$ cat src/rtl/ldpc_ber_tester_pkg.sv
// Shared types and defaults for the LDPC BER tester SNR sweep controller.
// Holds the sweep state encoding and the default datapath reset length.
package ldpc_ber_tester_pkg;

  typedef enum logic [2:0] {
    ST_IDLE,
    ST_RST,
    ST_RUN,
    ST_DRAIN,
    ST_SETTLE,
    ST_REPORT,
    ST_NEXT
  } sweep_state_e;

  localparam int unsigned RESET_CYCLES_DEFAULT = 4;
  localparam int unsigned NUM_POINTS_MAX       = 16;

  // Index of the last point to sweep: 0 counts as 1 point, anything above the table depth is clamped.
  function automatic logic [3:0] last_point(input logic [4:0] np, input int unsigned depth);
    logic [4:0] n;
    n = np;
    if (n == 5'd0) n = 5'd1;
    if (n > 5'(depth)) n = 5'(depth);
    return 4'(n - 5'd1);
  endfunction

endpackage

$ cat src/rtl/ldpc_ber_tester_sweep_table.sv
// SNR point table: one noise factor/offset pair per sweep point.
// Single write port, combinational read addressed by the current point index.
module ldpc_ber_tester_sweep_table #(
  parameter int unsigned DEPTH = 16
) (
  input  logic        clk,
  input  logic        resetn,
  input  logic        we_i,
  input  logic [3:0]  waddr_i,
  input  logic [15:0] wfactor_i,
  input  logic [7:0]  woffset_i,
  input  logic [3:0]  raddr_i,
  output logic [15:0] rfactor_o,
  output logic [7:0]  roffset_o
);

  logic [15:0] factor_q [DEPTH];
  logic [7:0]  offset_q [DEPTH];

  always_ff @(posedge clk or negedge resetn) begin
    if (!resetn) begin
      for (int i = 0; i < DEPTH; i++) begin
        factor_q[i] <= '0;
        offset_q[i] <= '0;
      end
    end else if (we_i) begin
      for (int i = 0; i < DEPTH; i++) begin
        if (waddr_i == 4'(i)) begin
          factor_q[i] <= wfactor_i;
          offset_q[i] <= woffset_i;
        end
      end
    end
  end

  always_comb begin
    rfactor_o = '0;
    roffset_o = '0;
    for (int i = 0; i < DEPTH; i++) begin
      if (raddr_i == 4'(i)) begin
        rfactor_o = factor_q[i];
        roffset_o = offset_q[i];
      end
    end
  end

endmodule

$ cat src/rtl/ldpc_ber_tester_sweep_ctrl.sv
// SNR sweep controller: steps the BER datapath through the point table,
// resetting, running and draining it per point and handing back one result per point.
module ldpc_ber_tester_sweep_ctrl
  import ldpc_ber_tester_pkg::*;
#(
  parameter int unsigned NUM_POINTS   = 16,
  parameter int unsigned RESET_CYCLES = RESET_CYCLES_DEFAULT
) (
  input  logic        clk,
  input  logic        resetn,
  input  logic        start,
  input  logic        abort,
  input  logic [4:0]  num_points,
  input  logic        cfg_we,
  input  logic [3:0]  cfg_addr,
  input  logic [15:0] cfg_factor,
  input  logic [7:0]  cfg_offset,
  input  logic [63:0] target_blocks,
  input  logic [63:0] max_errors,
  input  logic [63:0] finished_blocks,
  input  logic [63:0] bit_errors,
  input  logic [31:0] in_flight,
  output logic        en,
  output logic        sw_resetn,
  output logic [15:0] factor,
  output logic [7:0]  offset,
  output logic        busy,
  output logic        done,
  output logic [3:0]  point_idx,
  output logic        res_valid,
  input  logic        res_ready,
  output logic [3:0]  res_point,
  output logic [63:0] res_blocks,
  output logic [63:0] res_errors
);

  localparam logic [15:0] RstLast = 16'(RESET_CYCLES - 1);

  sweep_state_e state_q;
  logic [15:0]  rst_cnt_q;
  logic [3:0]   point_idx_q, last_q;
  logic         abort_flag_q;
  logic         en_q, sw_resetn_q, busy_q, done_q, res_valid_q;
  logic [15:0]  factor_q;
  logic [7:0]   offset_q;
  logic [3:0]   res_point_q;
  logic [63:0]  res_blocks_q, res_errors_q;
  logic [15:0]  tbl_factor;
  logic [7:0]   tbl_offset;
  logic         stop_hit;

  ldpc_ber_tester_sweep_table #(.DEPTH(NUM_POINTS)) u_table (
    .clk       (clk),
    .resetn    (resetn),
    .we_i      (cfg_we && (state_q == ST_IDLE)),
    .waddr_i   (cfg_addr),
    .wfactor_i (cfg_factor),
    .woffset_i (cfg_offset),
    .raddr_i   (point_idx_q),
    .rfactor_o (tbl_factor),
    .roffset_o (tbl_offset)
  );

  assign stop_hit = (finished_blocks >= target_blocks) ||
                    ((max_errors != 64'd0) && (bit_errors >= max_errors));

  always_ff @(posedge clk or negedge resetn) begin
    if (!resetn) begin
      state_q      <= ST_IDLE;
      rst_cnt_q    <= '0;
      point_idx_q  <= '0;
      last_q       <= '0;
      abort_flag_q <= 1'b0;
      en_q         <= 1'b0;
      sw_resetn_q  <= 1'b0;
      busy_q       <= 1'b0;
      done_q       <= 1'b0;
      res_valid_q  <= 1'b0;
      factor_q     <= '0;
      offset_q     <= '0;
      res_point_q  <= '0;
      res_blocks_q <= '0;
      res_errors_q <= '0;
    end else begin
      done_q <= 1'b0;
      case (state_q)
        ST_IDLE: begin
          if (start && !abort) begin
            state_q      <= ST_RST;
            point_idx_q  <= '0;
            last_q       <= last_point(num_points, NUM_POINTS);
            rst_cnt_q    <= '0;
            abort_flag_q <= 1'b0;
            busy_q       <= 1'b1;
            sw_resetn_q  <= 1'b0;
            en_q         <= 1'b0;
          end
        end
        ST_RST: begin
          factor_q <= tbl_factor;
          offset_q <= tbl_offset;
          if (abort) begin
            state_q      <= ST_DRAIN;
            abort_flag_q <= 1'b1;
          end else if (rst_cnt_q == RstLast) begin
            state_q     <= ST_RUN;
            en_q        <= 1'b1;
            sw_resetn_q <= 1'b1;
          end else begin
            rst_cnt_q <= rst_cnt_q + 16'd1;
          end
        end
        ST_RUN: begin
          if (abort || stop_hit) begin
            state_q <= ST_DRAIN;
            en_q    <= 1'b0;
            if (abort) abort_flag_q <= 1'b1;
          end
        end
        ST_DRAIN: begin
          if (in_flight == 32'd0) begin
            if (abort_flag_q || abort) begin
              state_q <= ST_IDLE;
              busy_q  <= 1'b0;
            end else begin
              state_q <= ST_SETTLE;
            end
          end else if (abort) begin
            abort_flag_q <= 1'b1;
          end
        end
        ST_SETTLE: begin
          if (abort_flag_q || abort) begin
            state_q <= ST_IDLE;
            busy_q  <= 1'b0;
          end else begin
            state_q      <= ST_REPORT;
            res_valid_q  <= 1'b1;
            res_point_q  <= point_idx_q;
            res_blocks_q <= finished_blocks;
            res_errors_q <= bit_errors;
          end
        end
        ST_REPORT: begin
          if (abort) begin
            state_q     <= ST_IDLE;
            res_valid_q <= 1'b0;
            busy_q      <= 1'b0;
          end else if (res_ready) begin
            state_q     <= ST_NEXT;
            res_valid_q <= 1'b0;
          end
        end
        ST_NEXT: begin
          if (point_idx_q == last_q) begin
            state_q <= ST_IDLE;
            done_q  <= 1'b1;
            busy_q  <= 1'b0;
          end else begin
            state_q     <= ST_RST;
            point_idx_q <= point_idx_q + 4'd1;
            rst_cnt_q   <= '0;
            sw_resetn_q <= 1'b0;
          end
        end
        default: state_q <= ST_IDLE;
      endcase
    end
  end

  // An abort during REPORT withdraws the result in the same cycle, so no handshake can complete.
  assign res_valid  = res_valid_q && !abort;
  assign en         = en_q;
  assign sw_resetn  = sw_resetn_q;
  assign factor     = factor_q;
  assign offset     = offset_q;
  assign busy       = busy_q;
  assign done       = done_q;
  assign point_idx  = point_idx_q;
  assign res_point  = res_point_q;
  assign res_blocks = res_blocks_q;
  assign res_errors = res_errors_q;

endmodule

$ cat config.mk
export PLATFORM = sky130hd
export DESIGN_NAME = ldpc_ber_tester_sweep_ctrl
export DESIGN_NICKNAME = d
export VERILOG_FILES = /design/src/rtl/ldpc_ber_tester_pkg.sv /design/src/rtl/ldpc_ber_tester_sweep_table.sv /design/src/rtl/ldpc_ber_tester_sweep_ctrl.sv
export SDC_FILE = /design/constraint.sdc
export NUM_CORES = 1
export LEC_CHECK = 0
export CORE_MARGIN = 4
export CORE_UTILIZATION = 50
export CTS_CLUSTER_DIAMETER = 40
export DETAILED_ROUTE_END_ITERATION = 8
export PLACE_DENSITY = 0.76
export SLEW_MARGIN = 0
export SYNTH_ARGS = -nofsm -noshare
export SYNTH_HDL_FRONTEND = slang
export SYNTH_HIERARCHICAL = 1
export SYNTH_SLANG_ARGS = --single-unit
$ cat constraint.sdc
create_clock -name clk -period 2.75 [get_ports clk]
set_clock_uncertainty 0.1 [all_clocks]
set_input_delay 0.275 -clock clk [delete_from_list [all_inputs] [get_ports clk]]
set_output_delay 0.275 -clock clk [all_outputs]
set_load 0.02 [all_outputs]
==> flow_summary.toml, run 1 <==
[cells_and_area]
drive_above_1_share_pct = 30.15
layout.nets = 3695
area_growth_syn_to_layout_pct = 36.76
fillers = 4118

[yosys]
synth_top_family_by_area = "multiplexers"
synthCells = 2545
avgSynthCellArea_um2 = 11.64
syn-num-nets = 3003
ys.flop_type = "dfrtp_1"
synth-xor-area-share_pct = 0.5027
seq_area_frac_synth_pct = 48.42
ys_ff_latch = 573
yosys.area_share.simple_pct = 8.200
synth_fa_ha_area_share_pct = 5.534
synth-edff-count = 0
ys_warn_count = 6
syn_area_um2 = 29620
synthMuxAreaShare_pct = 23.00
async_flop_share_pct = 100.0
synth_compound_area_share_pct = 9.873
synth_cell_types = 90

[floorplanning]
die_x_um = 251.4
io_pins = 492
core-area_um2 = 58140
dieArea_um2 = 63190
fp.dieH_um = 251.4
start_util_pct = 50.94
rows = 88

[route]
routedWlPerCell_um = 25.70
vias_per_cell = 5.925
drt-total-wl_mm = 105.0
num_vias = 24200
drt_iter0_drc = 2130
drc = 0
drtAntennaViolNets = 0
dr.pass1.iters = 7

[global_route]
grt_pass1_wl_mm = 158.7
grt_pass1_vias = 25990
antenna_found_initial = 10
grt_max_degree = 84
grt_overflow = 0
grtUsageTotal_pct = 32.71

[clocking]
insertion_delay_ps = 630
cts_tree = "done"
numCtsBuffers = 91
cts-root-buf = "clkbuf_16"
cts_sinks = 573
htree_levels = 3
cts.path.max_buffers = 3
clk_pin_slew_ps = 50

[timing]
tightest_slew_ps = 798.3
hold_slack_ps = 64.72
finalCriticalPeriod_ps = 2674
period_share_pct = 97.22
slew_viol_final = 0
slew_headroom_pct = 46.72
worst_slack_ps = 76.40
rsz0062_at_grt = "false"
final.setup.tns_ps = 0
finalSetupViolCount = 0
hold_viol = 0
clock.fmax_mhz = 374.0

[placed_design]
place_congestion = 0.9925
pre_cts_ws_ps = -649.4
dpl.hpwl_mm = 77.72
port_buffers = 491

[pwr]
p_leak_nw = 19.05
vdd_ir_drop_max_mv = 0.6487
powerDensity_nw_per_um2 = 919.8

[setup_path]
start_kind = "register"
worst-path-max-fanout = 23
cp.required_ps = 3210
arrival_ps = 3140
critical_path_class = "reg2reg"
cp-end-kind = "register"

[job]
cap_viol_max_count = 0

[min_path]
holdCritPathClass = "in2async"

[status]
outcome = "finished, final reports clean"
[per-layer routing]
layer	GRT usage, %	routed length (um)	vias to the layer above
met5	0.3759	26	-
met3	8.028	8093	262
met1	40.71	40700	12230
li1	-	-	10650
met4	13.41	4625	4
met2	54.96	51530	1056
[registers in the layout (all words and copies together), names as in the netlist, 3 cells and up]
| name | count |
|---|---|
| u_table/factor_q | 256 |
| u_table/offset_q | 128 |
| res_blocks | 64 |
| res_errors | 64 |
| factor | 16 |
| rst_cnt_q | 16 |
| offset | 8 |
| last_q | 4 |
| point_idx | 4 |
| res_point | 4 |
| state_q | 3 |
[worst max-delay path, stage by stage, from the launching register on]
cell,delay [ps]
dfrtp_4,670
and2b_1,640
a2bb2oi_1,160
nor3_1,300
o221ai_1,280
a211oi_2,260
mux2_2,180
[final timing paths]
check / start / endpoint / slack [ps] / cells past startpoint
worst max-delay path: point_idx[1] / factor[1] / 80 / 6
worst min-delay path: resetn / res_errors[33] / 60 / 2
worst max register to register: point_idx[1] / factor[1] / 80 / 6
worst min register to register: res_blocks[0] / res_blocks[0] / 380 / 2
max in group asynchronous: resetn / u_table/factor_q[88] / 1390 / 3
min in group clk: finished_blocks[0] / res_blocks[0] / 140 / 3
[synth_stat cells (26+ instances only)]
master	number	area, um2
mux2_1	42	473.0
a21oi_1	138	690.7
dfrtp_1	573	14340
mux2i_1	45	450.4
nor4_1	30	187.7
inv_1	142	533.0
nor3_1	26	130.1
nand2_1	119	446.7
ha_1	131	1639
buf_2	74	370.4
o21ai_0	118	590.6
nor2_1	114	427.9
nand2b_1	28	175.2
nand3_1	33	165.2
clkbuf_1	61	229.0
mux2_2	503	5664
[metrics by stage]
step / std cells / util [%] / instance area (um2) / total power (W)
2_1_floorplan: 2545 / - / 29620 / 0.01957
3_3_place_gp: 3908 / 63.75 / 37060 / 0.02379
3_5_place_dp: 3908 / 63.75 / 37060 / 0.02439
4_1_cts: 4078 / 69.57 / 40450 / 0.03720
5_1_grt: 4085 / 69.67 / 40500 / 0.03888
6_report: 4085 / 69.67 / 40500 / 0.03725
[report_power, final]
| part | total [W] | internal (W) | leakage [nW] | switching (W) |
|---|---|---|---|---|
| logic | 0.0119 | 0.00576 | 9.74 | 0.00616 |
| clock network | 0.0126 | 0.00817 | 1.63 | 0.00442 |
| registers | 0.0127 | 0.0111 | 7.69 | 0.00165 |
| total | 0.0373 | 0.0250 | 19.1 | 0.0122 |
[final cells by class]
type / instances / area [um2] / area share (%)
sequential: 573 / 14350 / 35.43
multi-input combinational: 1670 / 14040 / 34.66
timing repair buffer: 756 / 7224 / 17.84
clock buffer: 108 / 2486 / 6.138
tap: 765 / 957.2 / 2.363
clock inverter: 61 / 884.6 / 2.184
inverter: 145 / 544.3 / 1.344
antenna: 7 / 17.52 / 0.04325
[what timing repair did]
| item | in CTS | in global routing |
|---|---|---|
| hold endpoints to repair | 252 | 0 |
| resized for setup | 1 | 11 |
| gates cloned | 0 | 0 |
| endpoints found under the setup margin | 1 | 8 |
| hold buffers | 1 | 0 |
| setup buffers | 0 | 0 |
[kinds of logic (layout without fill, tap and decap cells)]
family                     count (synthesis)  after routing
DFF                                      573            573
buffers and inverters                    302           1070
and+or+nand+nor                          462            462
other                                      0              7
AOI/OAI and AO/OA                        460            460
adders and majority gates                131            131
muxes                                    600            600
xor gates and xnor gates                  17             17
[cell usage in the layout, fill, tap and decap left out, drive strengths merged, types with 29 or more instances in the layout]
cell type / count
clkbuf: 108
nor4: 33
buf: 265
inv: 166
nand2b: 29
o21ai: 127
ha: 131
mux2i: 45
nand2: 119
mux2: 545
a21oi: 138
nor2: 116
clkdlybuf4s50: 490
dfrtp: 573
nand3: 34
Power figures use the tool's default switching activity.
==> inputs of run 2 (changes only) <==
DONT_BUFFER_PORTS = 1   (was unset)
PLACE_DENSITY = unset   (was 0.76)
==> run 2 against run 1 <==
  * The run now ends with hold timing, slew limit left
  * Die area is the same
  * Clock power is essentially flat
  * Via count shrank 8.6%
  * First-iteration DRC count fell by 36%
  * Largest power group unchanged
  * Hold slack got worse by 820 ps
  * Global-route usage fell by 1.6 points
  * Sequential share of layout area up 4.2 points
  * Clock-buffer cell count grew 14
  * Non-clock buffer count is 473 lower
  * Setup slack improved by 49 ps
  * Cell count is 11% lower
  * Sequential power grew 3%
==> flow_summary.toml, run 2 (synthesis results as in run 1) <==
[status]
outcome = "finished, violations left"
violations = "hold timing, slew limit"

[placed_design]
dpl.hpwl_mm = 68.48
placement.cell_area_um2 = 31080
place_congestion = 0.9779
port_buffers = 0

[cells_and_area]
final_util_pct = 62.34
largest_register_ff_count = 256
area_growth_syn_to_layout_pct = 22.37
drive_above_1_share_pct = 30.12
design_area_um2 = 36240
largest-register = "u_table/factor_q"
final_common_cell = "dfrtp_1"
final_cell_mix = "dfrtp_1 (569), mux2_2 (503), dlygate4sd3_1 (160)"
layout.nets = 3230
reg.largest.list = "u_table/factor_q x256, u_table/offset_q x128"

[setup_path]
arrival_ps = 3030
worst-path-max-fanout = 20
critical_path_class = "reg2reg"
rrSetupSlack_ps = 130
cp.required_ps = 3160
slowest_stage = "dfrtp_4"
timing.rr.start = "point_idx[1]"
cp-end-kind = "register"
reg2regPathDepth = 8
start_kind = "register"
crit_chain = "buf_12 > nor3b_2 > buf_4 > o21ai_1 > o221ai_1 > a22oi_1 > a31o_1 > mux2_2"
regToRegEndpoint = "factor[8]"
max_stage_delay_ps = 630

[route]
drt-total-wl_mm = 100.2
drtAntennaViolNets = 0
drt_iter0_drc = 1360
vias_per_cell = 6.098
dr.pass1.iters = 7
num_vias = 22120
drc = 0
routedWlPerCell_um = 27.62

[clocking]
cts-root-buf = "clkbuf_16"
cts_hold_buf = 160
clk_pin_slew_ps = 60
cts.path.max_buffers = 3
cts_sinks = 573
insertion_delay_ps = 640
htree_levels = 3
cts_tree = "done"
numCtsBuffers = 99

[floorplanning]
die_x_um = 251.4
start_util_pct = 50.94
dieArea_um2 = 63190
core-area_um2 = 58140
io_pins = 492
fp.dieH_um = 251.4
rows = 88

[global_route]
antenna_found_initial = 8
grt_overflow = 0
grt_max_degree = 574
grt_pass1_wl_mm = 149.0
grtUsageTotal_pct = 31.11
grt_pass1_vias = 22980

[pwr]
powerDensity_nw_per_um2 = 996.9
switchingPower_w = 0.01172
vdd_ir_drop_max_mv = 0.7650
seq_power_share_pct = 36.3
p_sw_share_pct = 32.45
combPwrFrac_pct = 27.9
p_int_w = 0.02441
clkPwrFrac_pct = 35.8
p_leak_nw = 17.29

[timing]
rsz0062_at_grt = "false"
finalCriticalPeriod_ps = 2625
hold_viol = 573
tightest_slew_ps = 1771
period_share_pct = 95.44
finalSetupViolCount = 0
hold_slack_ps = -752.9
slew_viol_final = 349
final.setup.tns_ps = 0
slew_headroom_pct = -18.09
clock.fmax_mhz = 381.0

[min_path]
holdCritPathClass = "in2async"

[job]
cap_viol_max_count = 0
==> run 2: changes by cell type in the layout (fill, tap and decap cells not counted), moves of 6 or more <==
cell,previous run,this run
buf_4,239,98
clkbuf_1,7,13
clkbuf_16,95,102
clkdlybuf4s50_1,490,0
clkinv_2,9,15
clkinv_4,4,10
dlygate4sd3_1,1,160
==> run 2: power groups by stage <==
stage	sequential [W]	clock, W	combinational, W
after floorplan	0.0126	0	0.00699
after global placement	0.0131	0	0.00947
after detailed placement	0.0132	0	0.00969
after CTS	0.0131	0.0131	0.0101
after global routing	0.0134	0.0135	0.0110
final	0.0131	0.0129	0.0101
==> run 2: metrics by stage <==
step	setup WS (ps)	std cells	hold slack, ps	total power [W]
floorplan	359.7	2545	-120.6	0.01957
global placement	-276.6	3276	-103.1	0.02255
detailed placement	-326.5	3276	-105.8	0.02292
CTS	116.8	3624	-773.2	0.03626
global route	28.52	3626	-782.5	0.03790
finish	125.4	3628	-752.9	0.03613
==> run 2: layout make-up <==
| class | instances | area (um2) |
|---|---|---|
| antenna | 4 | 10.01 |
| clock buffer | 122 | 2698 |
| clock inverter | 66 | 848.3 |
| fill | 4582 | 21890 |
| inverter | 145 | 544.3 |
| multi-input combinational | 1670 | 14000 |
| sequential | 573 | 14350 |
| tap | 765 | 957.2 |
| timing repair buffer | 283 | 2838 |
==> run 2: what timing repair did <==
item | 4_1_cts | 5_1_grt
endpoints found under the setup margin | 0 | 1
setup buffers | 0 | 0
gates resized for setup | 0 | 1
hold endpoints to repair | 1101 | 573
==> run 2: metal layers <==
layer  GRT usage (%)  wire [um]
met5               0         38
met4           8.654       2714
met3           8.856       7892
met2           49.64      47020
met1           41.96      42550
==> run 2: worst max-delay path: cells and delay by family, from the launching register on <==
family / cells / cell delay, ps
flip-flops: 1 / 630
multiplexers: 1 / 270
AND/OR/NAND/NOR: 1 / 410
buffers and inverters: 2 / 450
AO/OA/AOI/OAI: 4 / 640
==> run 2: worst max-delay path by stage <==
stage / startpoint / endpoint / slack (ps) / cells past startpoint
2_1_floorplan: bit_errors[0] / en / 360 / 10
3_3_place_gp: target_blocks[13] / en / -280 / 12
3_5_place_dp: target_blocks[15] / en / -330 / 12
4_1_cts: state_q[2] / en / 120 / 9
5_1_grt: point_idx[1] / factor[8] / 30 / 8
6_report: point_idx[1] / factor[8] / 130 / 8
